**config.mk**
```make
export PLATFORM = sky130hd
export DESIGN_NAME = run_seq_ctrl
export DESIGN_NICKNAME = d
export VERILOG_FILES = /design/src/rtl/run_seq_pkg.sv /design/src/rtl/run_seq_ctrl.sv
export SDC_FILE = /design/constraint.sdc
export NUM_CORES = 1
export LEC_CHECK = 0
export ABC_AREA = 1
export CORE_MARGIN = 10
export CORE_UTILIZATION = 30
export CTS_CLUSTER_DIAMETER = 100
export DETAILED_ROUTE_END_ITERATION = 6
export GPL_TIMING_DRIVEN = 0
export PLACE_DENSITY = 0.55
export SETUP_SLACK_MARGIN = 0.1
export SYNTH_ARGS = -nofsm -noshare
export SYNTH_HDL_FRONTEND = slang
export SYNTH_SLANG_ARGS = --single-unit
```
**constraint.sdc**
```tcl
create_clock -name clk -period 5 [get_ports clk]
set_input_delay 0.75 -clock clk [delete_from_list [all_inputs] [get_ports clk]]
set_output_delay 0.75 -clock clk [all_outputs]
set_load 0.02 [all_outputs]
```
**src/rtl/run_seq_pkg.sv**
```systemverilog
// rtl/run_seq_pkg.sv - shared state and result encodings for the run sequencer
package run_seq_pkg;

  typedef enum logic [1:0] {
    IDLE   = 2'd0,
    HOLD   = 2'd1,
    RUN    = 2'd2,
    REPORT = 2'd3
  } state_e;

  typedef enum logic [1:0] {
    FC_NONE    = 2'd0,
    FC_TIMEOUT = 2'd1,
    FC_ABORT   = 2'd2
  } fail_code_e;

endpackage

```
**src/rtl/run_seq_ctrl.sv**
```systemverilog
// rtl/run_seq_ctrl.sv - test-run sequencer: DUT reset hold, run counting, pass/fail report
module run_seq_ctrl
  import run_seq_pkg::*;
#(
  parameter int CNT_W       = 32,
  parameter int HOLD_CYCLES = 4
) (
  input  logic             clk,
  input  logic             reset,
  input  logic             start,
  input  logic             abort,
  input  logic [CNT_W-1:0] cfg_limit,
  input  logic             dut_done,
  output logic             dut_reset_l,
  output logic             busy,
  output logic             done,
  output logic             pass,
  output logic             fail,
  output logic [1:0]       fail_code,
  output logic [CNT_W-1:0] cycle_count
);

  localparam int HOLD_W = (HOLD_CYCLES > 1) ? $clog2(HOLD_CYCLES) : 1;

  state_e             state_q, state_d;
  logic [HOLD_W-1:0]  hold_cnt_q, hold_cnt_d;
  logic [CNT_W-1:0]   limit_q, limit_d;
  logic [CNT_W-1:0]   cycle_count_q, cycle_count_d;
  logic               pass_q, pass_d;
  logic               fail_q, fail_d;
  fail_code_e         fail_code_q, fail_code_d;
  logic               dut_reset_l_q, dut_reset_l_d;
  logic               busy_q, busy_d;
  logic               done_q, done_d;

  always_comb begin
    state_d       = state_q;
    hold_cnt_d    = hold_cnt_q;
    limit_d       = limit_q;
    cycle_count_d = cycle_count_q;
    pass_d        = pass_q;
    fail_d        = fail_q;
    fail_code_d   = fail_code_q;

    case (state_q)
      IDLE: begin
        if (start) begin
          state_d       = HOLD;
          limit_d       = cfg_limit;
          pass_d        = 1'b0;
          fail_d        = 1'b0;
          fail_code_d   = FC_NONE;
          cycle_count_d = '0;
          hold_cnt_d    = HOLD_W'(HOLD_CYCLES - 1);
        end
      end
      HOLD: begin
        if (abort) begin
          state_d     = REPORT;
          fail_d      = 1'b1;
          fail_code_d = FC_ABORT;
        end else if (hold_cnt_q == '0) begin
          state_d = RUN;
        end else begin
          hold_cnt_d = hold_cnt_q - HOLD_W'(1);
        end
      end
      RUN: begin
        // Counter advances even on the exit cycle, so a timeout reports exactly the limit.
        if (cycle_count_q != '1) begin
          cycle_count_d = cycle_count_q + CNT_W'(1);
        end
        if (abort) begin
          state_d     = REPORT;
          fail_d      = 1'b1;
          fail_code_d = FC_ABORT;
        end else if (dut_done) begin
          state_d = REPORT;
          pass_d  = 1'b1;
        end else if ((limit_q != '0) && (cycle_count_q == limit_q - CNT_W'(1))) begin
          state_d     = REPORT;
          fail_d      = 1'b1;
          fail_code_d = FC_TIMEOUT;
        end
      end
      REPORT: begin
        state_d = IDLE;
      end
      default: begin
        state_d = IDLE;
      end
    endcase

    dut_reset_l_d = (state_d == RUN);
    busy_d        = (state_d != IDLE);
    done_d        = (state_d == REPORT);
  end

  always_ff @(posedge clk) begin
    if (reset) begin
      state_q       <= IDLE;
      hold_cnt_q    <= '0;
      limit_q       <= '0;
      cycle_count_q <= '0;
      pass_q        <= 1'b0;
      fail_q        <= 1'b0;
      fail_code_q   <= FC_NONE;
      dut_reset_l_q <= 1'b0;
      busy_q        <= 1'b0;
      done_q        <= 1'b0;
    end else begin
      state_q       <= state_d;
      hold_cnt_q    <= hold_cnt_d;
      limit_q       <= limit_d;
      cycle_count_q <= cycle_count_d;
      pass_q        <= pass_d;
      fail_q        <= fail_d;
      fail_code_q   <= fail_code_d;
      dut_reset_l_q <= dut_reset_l_d;
      busy_q        <= busy_d;
      done_q        <= done_d;
    end
  end

  assign dut_reset_l = dut_reset_l_q;
  assign busy        = busy_q;
  assign done        = done_q;
  assign pass        = pass_q;
  assign fail        = fail_q;
  assign fail_code   = fail_code_q;
  assign cycle_count = cycle_count_q;

endmodule

```
# After elaboration in Yosys (flattened, before gate mapping)
# Index checks and enable logic that the tools add are counted.
# word_totals
in_bits	37
out_inout_bits	39
reg_bits	75
# op_classes
n_eq_ne	16
mux	29
addsub	3
reduce_logical	13
# ops
op	n
32-bit 2-to-1 mux	2
32-bit one-hot mux with 2 select lines	1
32-bit by 1-bit adder with 32-bit output, second input constant	1
32-bit == test	1
32-bit != test, second input constant	1
32-bit nonzero test	1
32-bit by 1-bit subtractor with 32-bit output, second input constant	1
2-bit 2-to-1 mux	14
2-bit != test, second input constant	7
2-bit == test, second input constant	4
2-bit one-hot mux with 4 select lines	1
4-bit AND reduction	2
1-bit 2-to-1 mux	7
3-bit != test, second input constant	2
2-bit one-hot mux with 3 select lines	1
2-bit nonzero test	3
5-bit AND reduction	1
2-bit zero test	2
2-bit one-hot mux with 2 select lines	1
1-bit one-hot mux with 3 select lines	1
3-bit AND reduction	1
3-bit nonzero test	1
2-bit by 1-bit == test with 1-bit output, second input constant	1
1-bit one-hot mux with 2 select lines	1
3 further kinds	3

# Depth between registers and ports, before layout
# Gate-level depths: netlist (run 1).
# logic_depth
ltp_word	8
depth_mapped	21
ltp_nobuf	21

# Worst setup path after synthesis (run 1)
# Ideal clock, no wire load.
# synth_timing
path_type	register to register
startpoint	reg limit_q[0]
endpoint	reg fail_q (netlist: fail)
synth_period_minus_slack_ps	2047
t_arrival_ps	1914
stages_incl_launch_ff	18
path_slack_ps	2953
cell_sequence	dfxtp_1 -> inv_1 -> ha_1 -> nand3_2 -> nor2_1 -> nand2_1 -> nor2_2 -> nand3b_1 -> nand2_1 -> nand2_1 -> nor2_1 -> nand2_1 -> nor2_1 -> nand2_1 -> nand2_2 -> nand2_1 -> nand2_1 -> a21oi_1
# synth_between
elab_chain_len	5
elab_cells_between_ends	6
cone_classes	add/sub: 1; eq/ne: 2; reduce/logical: 3
# synth_rtl
item	line_no	source
from (decl)	run_seq_ctrl.sv:27	logic [CNT_W-1:0] limit_q, limit_d;
from (signal assigned)	run_seq_ctrl.sv:114	limit_q <= limit_d;
32-bit by 1-bit subtractor with 32-bit output	run_seq_ctrl.sv:80	end else if ((limit_q != '0) && (cycle_count_q == limit_q - CNT_W'(1))) begin
32-bit == test	run_seq_ctrl.sv:80	
1-bit logical AND (*)	run_seq_ctrl.sv:80	
3-bit != test (no line) (*)	-	
5-bit AND reduction (no line) (*)	-	
to (signal assigned)	run_seq_ctrl.sv:117	fail_q <= fail_d;
to (decl)	run_seq_ctrl.sv:30	logic fail_q, fail_d;
# Every way passes the cells marked *; elsewhere a longest branch is shown, timed or not.
# A chain may end at the register's enable or synchronous reset.

# Worst setup path after layout (run 1)
# layout_timing
startpoint	in start
endpoint	reg cycle_count_q[18] (netlist: cycle_count[18])
# layout_between
elab_chain_len	2
# layout_rtl
item	line_no	source
from (decl)	run_seq_ctrl.sv:10	input logic start,
2-bit != test (no line)	-	
3-bit AND reduction (no line)	-	
to (signal assigned)	run_seq_ctrl.sv:115	cycle_count_q <= cycle_count_d;
to (decl)	run_seq_ctrl.sv:28	logic [CNT_W-1:0] cycle_count_q, cycle_count_d;
# No other way between the ends.

==> results.py, run 1 <==
metrics = {
    "synthesis": {
        "ys_types": 32,
        "synth_async_sr_flop_share_pct": 0,
        "synth-edff-count": 0,
        "syn_inst": 781,
        "synth_adder_area_share_pct": 1.82,
        "synth_xor_area_share_pct": 5.65,
        "synth_top_area_share_pct": 31.2,
        "syn_nets": 825,
        "yosys.area.top_type": "dfxtp_1",
        "ys_seq_area_share_pct": 31.2,
        "synth-simple-area-share_pct": 40.4,
        "synth_compound_area_share_pct": 12.4,
        "synth.cell_area_um2": 4810,
        "synth_seq_cells": 75,
        "ys.flop_type": "dfxtp_1",
        "synth_top_family_by_area": "simple AND/OR/NAND/NOR gates",
        "syn_avg_cell_area_um2": 6.16,
        "synthMuxAreaShare_pct": 0,
        "synth_area_leaders": "dfxtp_1 (31%), nand2_1 (16%), nor2_1 (10%)",
        "ys_warn_count": 0,
    },
    "cts": {
        "clock_latency_ns": 0.34,
        "cts_tree": "done",
        "post_cts_resized": 0,
        "hold_buffers": 0,
        "clockBufferDepth": 2,
        "numCtsBuffers": 9,
        "clock-sinks": 75,
        "htreeDepth": 3,
        "clkTransAtPathRegs_ns": 0.06,
        "cts_setup_buffers": 0,
        "ctsRootBufferMaster": "clkbuf_16",
    },
    "critical_path": {
        "crit_slowest_cell": "o21ai_2",
        "timing_worst_setup_path_type": "primary input to register",
        "cp-end-kind": "register",
        "critPathBufInv": 3,
        "cp_data_arrival_time_ns": 2.89,
        "r2r_cells": 11,
        "cp_num_cells": 9,
        "r2r_start": "state_q[0]",
        "critical_path.startpoint_type": "primary input",
        "endpoint": "cycle_count[18]",
        "path_cells": "clkdlybuf4s50_1, nor2_1, nor2_1, nand2_2, o21ai_2, inv_2, buf_4, o21ai_0, a21oi_1",
        "cp_max_fo": 10,
        "reg2reg_slack_ns": 2.41,
        "cp_common_cell": "nor2_1",
        "r2r_end": "cycle_count[18]",
        "required_ns": 5.22,
        "critPathMaxStageDelay_ns": 0.52,
        "cp_top_family": "buffers and inverters",
        "crit_start": "start",
    },
    "die": {
        "core.rowCount": 46,
        "boundaryPins": 76,
        "start_util_pct": 30.5,
        "core-area_um2": 15800,
        "dieArea_um2": 21500,
        "die_w_um": 147,
        "die_h_um": 147,
    },
    "timing": {
        "hold_viol": 0,
        "rsz0062_at_grt": "false",
        "whs_ns": 0.448,
        "tightest_slew_ns": 0.952,
        "slew_violations": 0,
        "setup_viol": 0,
        "period_needed_ns": 2.66,
        "final.setup_skew_ns": 0.00760,
        "max_freq_ghz": 0.375,
        "finalCritPeriodShare_pct": 53.3,
        "fin_setup_tns_ns": 0,
        "maxSlewHeadroom_pct": 34.9,
    },
    "layout": {
        "syn_to_final_growth_pct": 26.9,
        "drive_above_1_share_pct": 5.64,
        "n_antenna_cell": 0,
        "nNetsFinal": 910,
        "final_common_cell": "nand2_1",
        "layout_common_cells": "nand2_1 (204), nor2_1 (133), inv_1 (85)",
    },
    "global_route": {
        "antenna_found_initial": 0,
        "grt_pass1_vias": 4888,
        "grt_max_degree": 12,
        "grt_first_pass_wirelength_um": 25100,
        "grt_usage_pct": 14.6,
        "overflow": 0,
    },
    "pwr": {
        "power.leakage_nw": 2.51,
        "pwr_density_cell_nw_per_um2": 448,
        "max-vdd-ir-drop_mv": 0.250,
    },
    "drt": {
        "drtPass1Iterations": 5,
        "avgViaCountPerCell": 4.63,
        "drtAntennaViolNets": 0,
        "dr.first_iter.drc_count": 289,
        "drt-wirelength-per-cell_um": 14.6,
        "vias": 5022,
        "drc": 0,
        "wl_um": 15900,
    },
    "outcome": {
        "status": "finished clean",
    },
    "placed_design": {
        "place.gp.congestion": 0.902,
        "numPortBuffers": 74,
        "hpwl_um": 12900,
    },
    "flow_run": {
        "cap_viol_max_count": 0,
    },
    "min_path": {
        "hold_path_class": "register to register",
        "hold_depth": 1,
    },
}
-- final cells by class --
type / instances / area (µm²)
fillers: 1739 / 9670
multi-input cells: 599 / 2900
repair buffers: 74 / 741
plain buffers: 14 / 60.1
flip-flops and latches: 75 / 1500
inverters: 93 / 349
clock inverters: 3 / 40.0
clock buffers: 11 / 243
well taps: 216 / 270
-- power by group --
group | internal, mW | switching [mW] | total [mW] | leakage, nW
Combinational | 0.433 | 0.831 | 1.26 | 1.76
Clock | 0.393 | 0.247 | 0.639 | 0.141
Sequential | 0.707 | 0.121 | 0.828 | 0.613
-- state kept, by name, indices dropped and copies added, names as in the netlist --
signal / flops
busy: 1
cycle_count: 32
done: 1
dut_reset_l: 1
fail: 1
fail_code: 2
hold_cnt_q: 2
limit_q: 32
pass: 1
state_q: 2
-- layer usage --
metal  vias up  share of wire [%]  wire [µm]  global-route usage (%)
met5         -                  0          0                       0
met4         0               0.92        146                    2.90
met3        10                5.8        912                    4.26
met2       111                 46       7330                    24.2
met1      2236                 47       7470                    18.3
li1       2665                  -          -                       -
-- synth_stat cells, types with 2 or more instances --
cell / number
a211oi_1: 3
a21oi_1: 52
buf_2: 2
clkbuf_1: 10
dfxtp_1: 75
ha_1: 7
inv_1: 85
inv_2: 8
nand2_1: 204
nand2_2: 7
nand3_1: 35
nand3b_1: 9
nand4_1: 8
nor2_1: 133
nor2_2: 6
nor2_4: 5
nor3_1: 28
nor4_1: 6
o21ai_0: 56
xnor2_1: 15
xor2_1: 16
-- logic make-up after synthesis --
family          Yosys count
xor+xnor                 31
buf+inv                 107
fa+ha+maj                 7
flops                    75
compound gates          115
simple gates            446
-- per-stage QoR --
stage | util (%) | std cells | cell area, µm² | worst slack [ns] | power (mW)
after floorplan | - | 781 | 4810 | 2.95 | 1.74
after global placement | 36.9 | 1071 | 5820 | 1.94 | 2.10
after detailed placement | 36.9 | 1071 | 5820 | 2.00 | 2.11
after CTS | 38.7 | 1085 | 6100 | 2.36 | 2.76
after global routing | 38.7 | 1085 | 6100 | 2.10 | 2.98
final | 38.7 | 1085 | 6100 | 2.34 | 2.73
-- worst min-delay path by stage --
stage	from	endpoint	slack, ns
2_1_floorplan	hold_cnt_q[0]	hold_cnt_q[0]	0.42
3_3_place_gp	hold_cnt_q[0]	hold_cnt_q[0]	0.44
3_5_place_dp	hold_cnt_q[0]	hold_cnt_q[0]	0.44
4_1_cts	hold_cnt_q[0]	hold_cnt_q[0]	0.45
5_1_grt	pass	pass	0.48
6_report	hold_cnt_q[0]	hold_cnt_q[0]	0.45
No activity file was read; power rests on OpenSTA's default activity.
==> run 2: changes to the inputs <==
Settings changed: PLACE_DENSITY 0.55 to 0.56.
Clock period 5 ns to 2.15 ns, I/O delays scaled along.
==> results.py, run 2 (same netlist as run 1, synthesis figures left out) <==
metrics = {
    "outcome": {
        "status": "complete, but fails checks",
        "violations": "negative setup slack",
    },
    "pwr": {
        "max-vdd-ir-drop_mv": 0.629,
        "pwr_density_cell_nw_per_um2": 1080,
        "power.leakage_nw": 2.74,
    },
    "drt": {
        "drc": 0,
        "wl_met3_um": 875,
        "top_layer": "met4",
        "dr.first_iter.drc_count": 387,
        "wl_met1_um": 7590,
        "avgViaCountPerCell": 4.74,
        "drtPass1Iterations": 5,
        "wl_met2_um": 7930,
        "drtAntennaViolNets": 0,
        "wl_um": 16600,
        "drt-wirelength-per-cell_um": 14.9,
        "vias": 5278,
    },
    "timing": {
        "whs_ns": 0.359,
        "maxSlewHeadroom_pct": 54.9,
        "setup_viol": 7,
        "slew_violations": 0,
        "hold_viol": 0,
        "final.setup_skew_ns": 0.0116,
        "finalCritPeriodShare_pct": 104,
        "tightest_slew_ns": 0.675,
        "period_needed_ns": 2.24,
        "rsz0062_at_grt": "true",
        "fin_ws_ns": -0.0876,
        "max_freq_ghz": 0.447,
    },
    "global_route": {
        "grt_max_degree": 13,
        "grt_pass1_vias": 4936,
        "antenna_found_initial": 0,
        "grt_first_pass_wirelength_um": 25600,
        "overflow": 0,
        "grt_usage_pct": 14.9,
    },
    "critical_path": {
        "cp_top_family": "simple AND/OR/NAND/NOR gates",
        "crit_slowest_cell": "dfxtp_2",
        "path_cells": "inv_2, ha_4, nand3_4, nor2_4, nand2_2, buf_4, nor2_4, xor2_1, nand2_1, nand3_1, nor2_1, nand2_2, nand2_1, nand2_2, nand2_2, nand3_2, nand2_1",
        "timing_worst_setup_path_type": "register to register",
        "cp_common_cell": "nand2_2",
        "critPathMaxStageDelay_ns": 0.32,
        "cp-end-kind": "register",
        "cp_max_fo": 6,
        "reg2reg_slack_ns": -0.09,
        "r2r_end": "busy",
        "r2r_cells": 17,
        "cp_data_arrival_time_ns": 2.47,
        "r2r_start": "limit_q[0]",
        "required_ns": 2.39,
        "critical_path.startpoint_type": "register",
        "critPathBufInv": 2,
    },
    "cts": {
        "numCtsBuffers": 9,
        "hold_buffers": 0,
        "clockBufferDepth": 2,
        "ctsRootBufferMaster": "clkbuf_16",
        "htreeDepth": 3,
        "clkTransAtPathRegs_ns": 0.06,
        "cts_tree": "done",
        "clock_latency_ns": 0.35,
        "clock-sinks": 75,
    },
    "layout": {
        "multi_input_area_um2": 3200,
        "finish.instance_area_um2": 6740,
        "drive_above_1_share_pct": 18.2,
        "n_antenna_cell": 0,
        "syn_to_final_growth_pct": 40.2,
        "layout_common_cells": "nand2_1 (186), nor2_1 (111), inv_1 (81)",
        "nNetsFinal": 936,
        "n_fill_cell": 1685,
        "ff_latch_area_um2": 1550,
        "final_common_cell": "nand2_1",
    },
    "die": {
        "core-area_um2": 15800,
        "core.rowCount": 46,
        "die_h_um": 147,
        "start_util_pct": 30.5,
        "die_w_um": 147,
        "dieArea_um2": 21500,
        "boundaryPins": 76,
    },
    "flow_run": {
        "cap_viol_max_count": 0,
    },
    "placed_design": {
        "numPortBuffers": 74,
        "dpl_cell_area_um2": 5820,
        "hpwl_um": 12700,
        "place.gp.congestion": 0.900,
    },
    "min_path": {
        "hold_depth": 2,
        "holdCritStartpoint": "reset",
        "hold_path_class": "primary input to register",
        "min_to": "cycle_count[29]",
    },
}
[run 2: how the worst max path moves through the flow]
stage                     from              end  slack [ns]  cells after the start
floorplan           limit_q[0]             fail        0.10                     17
global placement         start  cycle_count[18]       -0.49                      9
detailed placement       start  cycle_count[18]       -0.43                      9
CTS                 limit_q[0]             fail       -0.06                     19
global route        limit_q[0]             done       -0.25                     20
finish              limit_q[0]             busy       -0.09                     17
[run 2: power breakdown]
group	leakage (nW)	switching, mW	internal, mW
Clock	0.159	0.614	1.08
Combinational	1.95	2.18	1.42
Sequential	0.627	0.299	1.65
[run 2: final cells by class]
class	instances	area share (%)
inverter	93	5.26
sequential	75	22.9
tap	216	4.01
timing repair buffer	100	14.3
clock buffer	12	3.81
clock inverter	4	1.08
buffer	14	1.17
multi-input combinational	599	47.5
[run 2: layer usage]
layer	vias to the layer above	global-route usage, %
li1	2732	-
met1	2412	18.8
met2	116	24.7
met3	18	3.71
met4	0	3.80
met5	-	0
[run 2: through the flow]
| step | utilization, % | setup TNS [ns] | total power, mW | setup slack, ns | cells |
|---|---|---|---|---|---|
| 2_1_floorplan | - | 0 | 4.05 | 0.103 | 781 |
| 3_3_place_gp | 36.9 | -10.37 | 4.88 | -0.494 | 1071 |
| 5_1_grt | 42.7 | -1.62 | 7.81 | -0.254 | 1113 |
| 4_1_cts | 40.6 | -0.195 | 6.92 | -0.0615 | 1098 |
| 6_report | 42.7 | -0.465 | 7.24 | -0.0876 | 1113 |
| 3_5_place_dp | 36.9 | -9.19 | 4.89 | -0.428 | 1071 |
[run 2: repair_timing]
| item | CTS | global route |
|---|---|---|
| setup buffers | 11 | 13 |
| pin swaps | 15 | 25 |
| resized for setup | 60 | 63 |
| gates cloned | 0 | 2 |
| setup endpoints to repair | 39 | 38 |
==> run 3: changes to the inputs <==
Settings changed: CELL_PAD_IN_SITES_DETAIL_PLACEMENT set to 1, CELL_PAD_IN_SITES_GLOBAL_PLACEMENT set to 2, CORE_UTILIZATION 30 to 26, PLACE_DENSITY 0.56 to 0.82.
==> results.py, run 3 (same netlist as run 1, synthesis figures left out) <==
metrics = {
    "min_path": {
        "hold_depth": 2,
        "min_to": "cycle_count[29]",
        "holdCritStartpoint": "reset",
        "hold_path_class": "primary input to register",
    },
    "global_route": {
        "grt_pass1_vias": 5592,
        "grt_usage_pct": 15.6,
        "grt_max_degree": 13,
        "use_met1_pct": 19.1,
        "gr-usage-met3_pct": 4.27,
        "busiest_layer": "met2",
        "grt_first_pass_wirelength_um": 29900,
        "met2_usage_pct": 26.7,
        "antenna_found_initial": 0,
        "overflow": 0,
    },
    "critical_path": {
        "reg2reg_slack_ns": -0.07,
        "crit_slowest_cell": "dfxtp_2",
        "critPathMaxStageDelay_ns": 0.33,
        "cp_data_arrival_time_ns": 2.47,
        "path_cells": "inv_4, ha_4, nand3_4, nor2_4, nand2_4, inv_4, nand2_2, nand2_2, buf_4, nand3_2, nand2_2, nor2_1, nand2_1, nor2_2, nand2_2, nand2_1, nand2_1, nand2_2, nand3_2, nand2_1",
        "required_ns": 2.40,
        "timing_worst_setup_path_type": "register to register",
        "r2r_cells": 20,
        "r2r_start": "limit_q[0]",
        "critical_path.startpoint_type": "register",
        "cp_max_fo": 6,
        "cp-end-kind": "register",
        "cp_common_cell": "nand2_2",
        "r2r_end": "busy",
    },
    "pwr": {
        "finalPower_mw": 7.31,
        "power.leakage_nw": 2.86,
        "pwr_density_cell_nw_per_um2": 1040,
        "max-vdd-ir-drop_mv": 0.572,
    },
    "timing": {
        "tightest_slew_ns": 0.884,
        "finalCritPeriodShare_pct": 103,
        "fin_setup_tns_ns": -0.333,
        "max_freq_ghz": 0.450,
        "final.setup_skew_ns": 0.00983,
        "setup_viol": 7,
        "hold_viol": 0,
        "period_needed_ns": 2.22,
        "maxSlewHeadroom_pct": 40.9,
        "rsz0062_at_grt": "true",
        "fin_ws_ns": -0.0713,
        "slew_violations": 0,
    },
    "drt": {
        "drtAntennaViolNets": 0,
        "wl_um": 19200,
        "dr.first_iter.drc_count": 198,
        "drtPass1Iterations": 4,
        "vias": 5366,
        "avgViaCountPerCell": 4.76,
        "drt-wirelength-per-cell_um": 17.0,
        "drc": 0,
    },
    "outcome": {
        "status": "complete, but fails checks",
        "violations": "negative setup slack",
    },
    "flow_run": {
        "cap_viol_max_count": 0,
    },
    "die": {
        "boundaryPins": 76,
        "core.rowCount": 49,
        "start_util_pct": 26.6,
        "dieArea_um2": 24300,
        "die_w_um": 156,
        "core-area_um2": 18100,
        "die_h_um": 156,
    },
    "cts": {
        "ctsRootBufferMaster": "clkbuf_16",
        "clkTransAtPathRegs_ns": 0.06,
        "hold_buffers": 0,
        "cts_tree": "done",
        "clock_latency_ns": 0.35,
        "clock-sinks": 75,
        "clockBufferDepth": 2,
        "numCtsBuffers": 9,
        "htreeDepth": 3,
    },
    "placed_design": {
        "place.gp.congestion": 0.829,
        "dpl.cell_count": 1084,
        "hpwl_um": 14800,
        "dpl_cell_area_um2": 5830,
        "numPortBuffers": 74,
    },
    "layout": {
        "syn_to_final_growth_pct": 45.6,
        "layout_common_cells": "nand2_1 (182), nor2_1 (103), inv_1 (76)",
        "finish.instance_area_um2": 7000,
        "nNetsFinal": 939,
        "final_common_cell": "nand2_1",
        "drive_above_1_share_pct": 23.7,
        "n_antenna_cell": 0,
        "instances_no_fill": 1127,
        "final_util_pct": 38.7,
    },
}
## run 3: how the worst max path moves through the flow
stage	cells after the start	slack, ns	end	startpoint
2_1_floorplan	17	0.10	fail	limit_q[0]
3_3_place_gp	9	-0.56	cycle_count[18]	start
3_5_place_dp	9	-0.53	cycle_count[18]	start
4_1_cts	19	-0.1	fail_code[0]	limit_q[1]
5_1_grt	20	-0.29	busy	limit_q[0]
6_report	20	-0.07	busy	limit_q[0]
## run 3: metrics by stage
step	hold slack, ns	setup WS (ns)
after CTS	0.401	-0.0989
final	0.396	-0.0713
after global routing	0.418	-0.288
after floorplan	0.422	0.103
after global placement	0.440	-0.562
after detailed placement	0.448	-0.531
## run 3: routing by layer
layer	vias to the layer above	wire length, µm
li1	2720	-
met1	2537	8230
met2	91	9490
met3	18	1220
met4	0	255
met5	-	0
## run 3: final cells by class
type | count | area [µm²]
clock inverter | 4 | 28.8
inverter | 93 | 374
sequential | 75 | 1560
tap | 229 | 287
timing repair buffer | 103 | 1010
fill | 2304 | 11100
buffer | 14 | 85.1
clock buffer | 10 | 239
multi-input combinational | 599 | 3410
## run 3: critical path: cells and delay by family (launching register included)
| kind | cells | cell delay (ns) |
|---|---|---|
| fa+ha+maj | 1 | 0.16 |
| buf+inv | 3 | 0.24 |
| flops | 1 | 0.33 |
| simple gates | 16 | 1.36 |
## run 3: repair_timing
action,4_1_cts,5_1_grt
setup buffers,15,13
gates resized for setup,93,125
setup endpoints to repair,49,58
pin swaps,21,38
gates cloned,0,1
## run 3: power by group
group / total (mW) / leakage (nW) / internal [mW] / switching [mW]
clock network: 1.42 / 0.126 / 0.800 / 0.620
registers: 1.98 / 0.630 / 1.66 / 0.314
logic: 3.91 / 2.10 / 1.52 / 2.39
total: 7.31 / 2.86 / 3.98 / 3.32
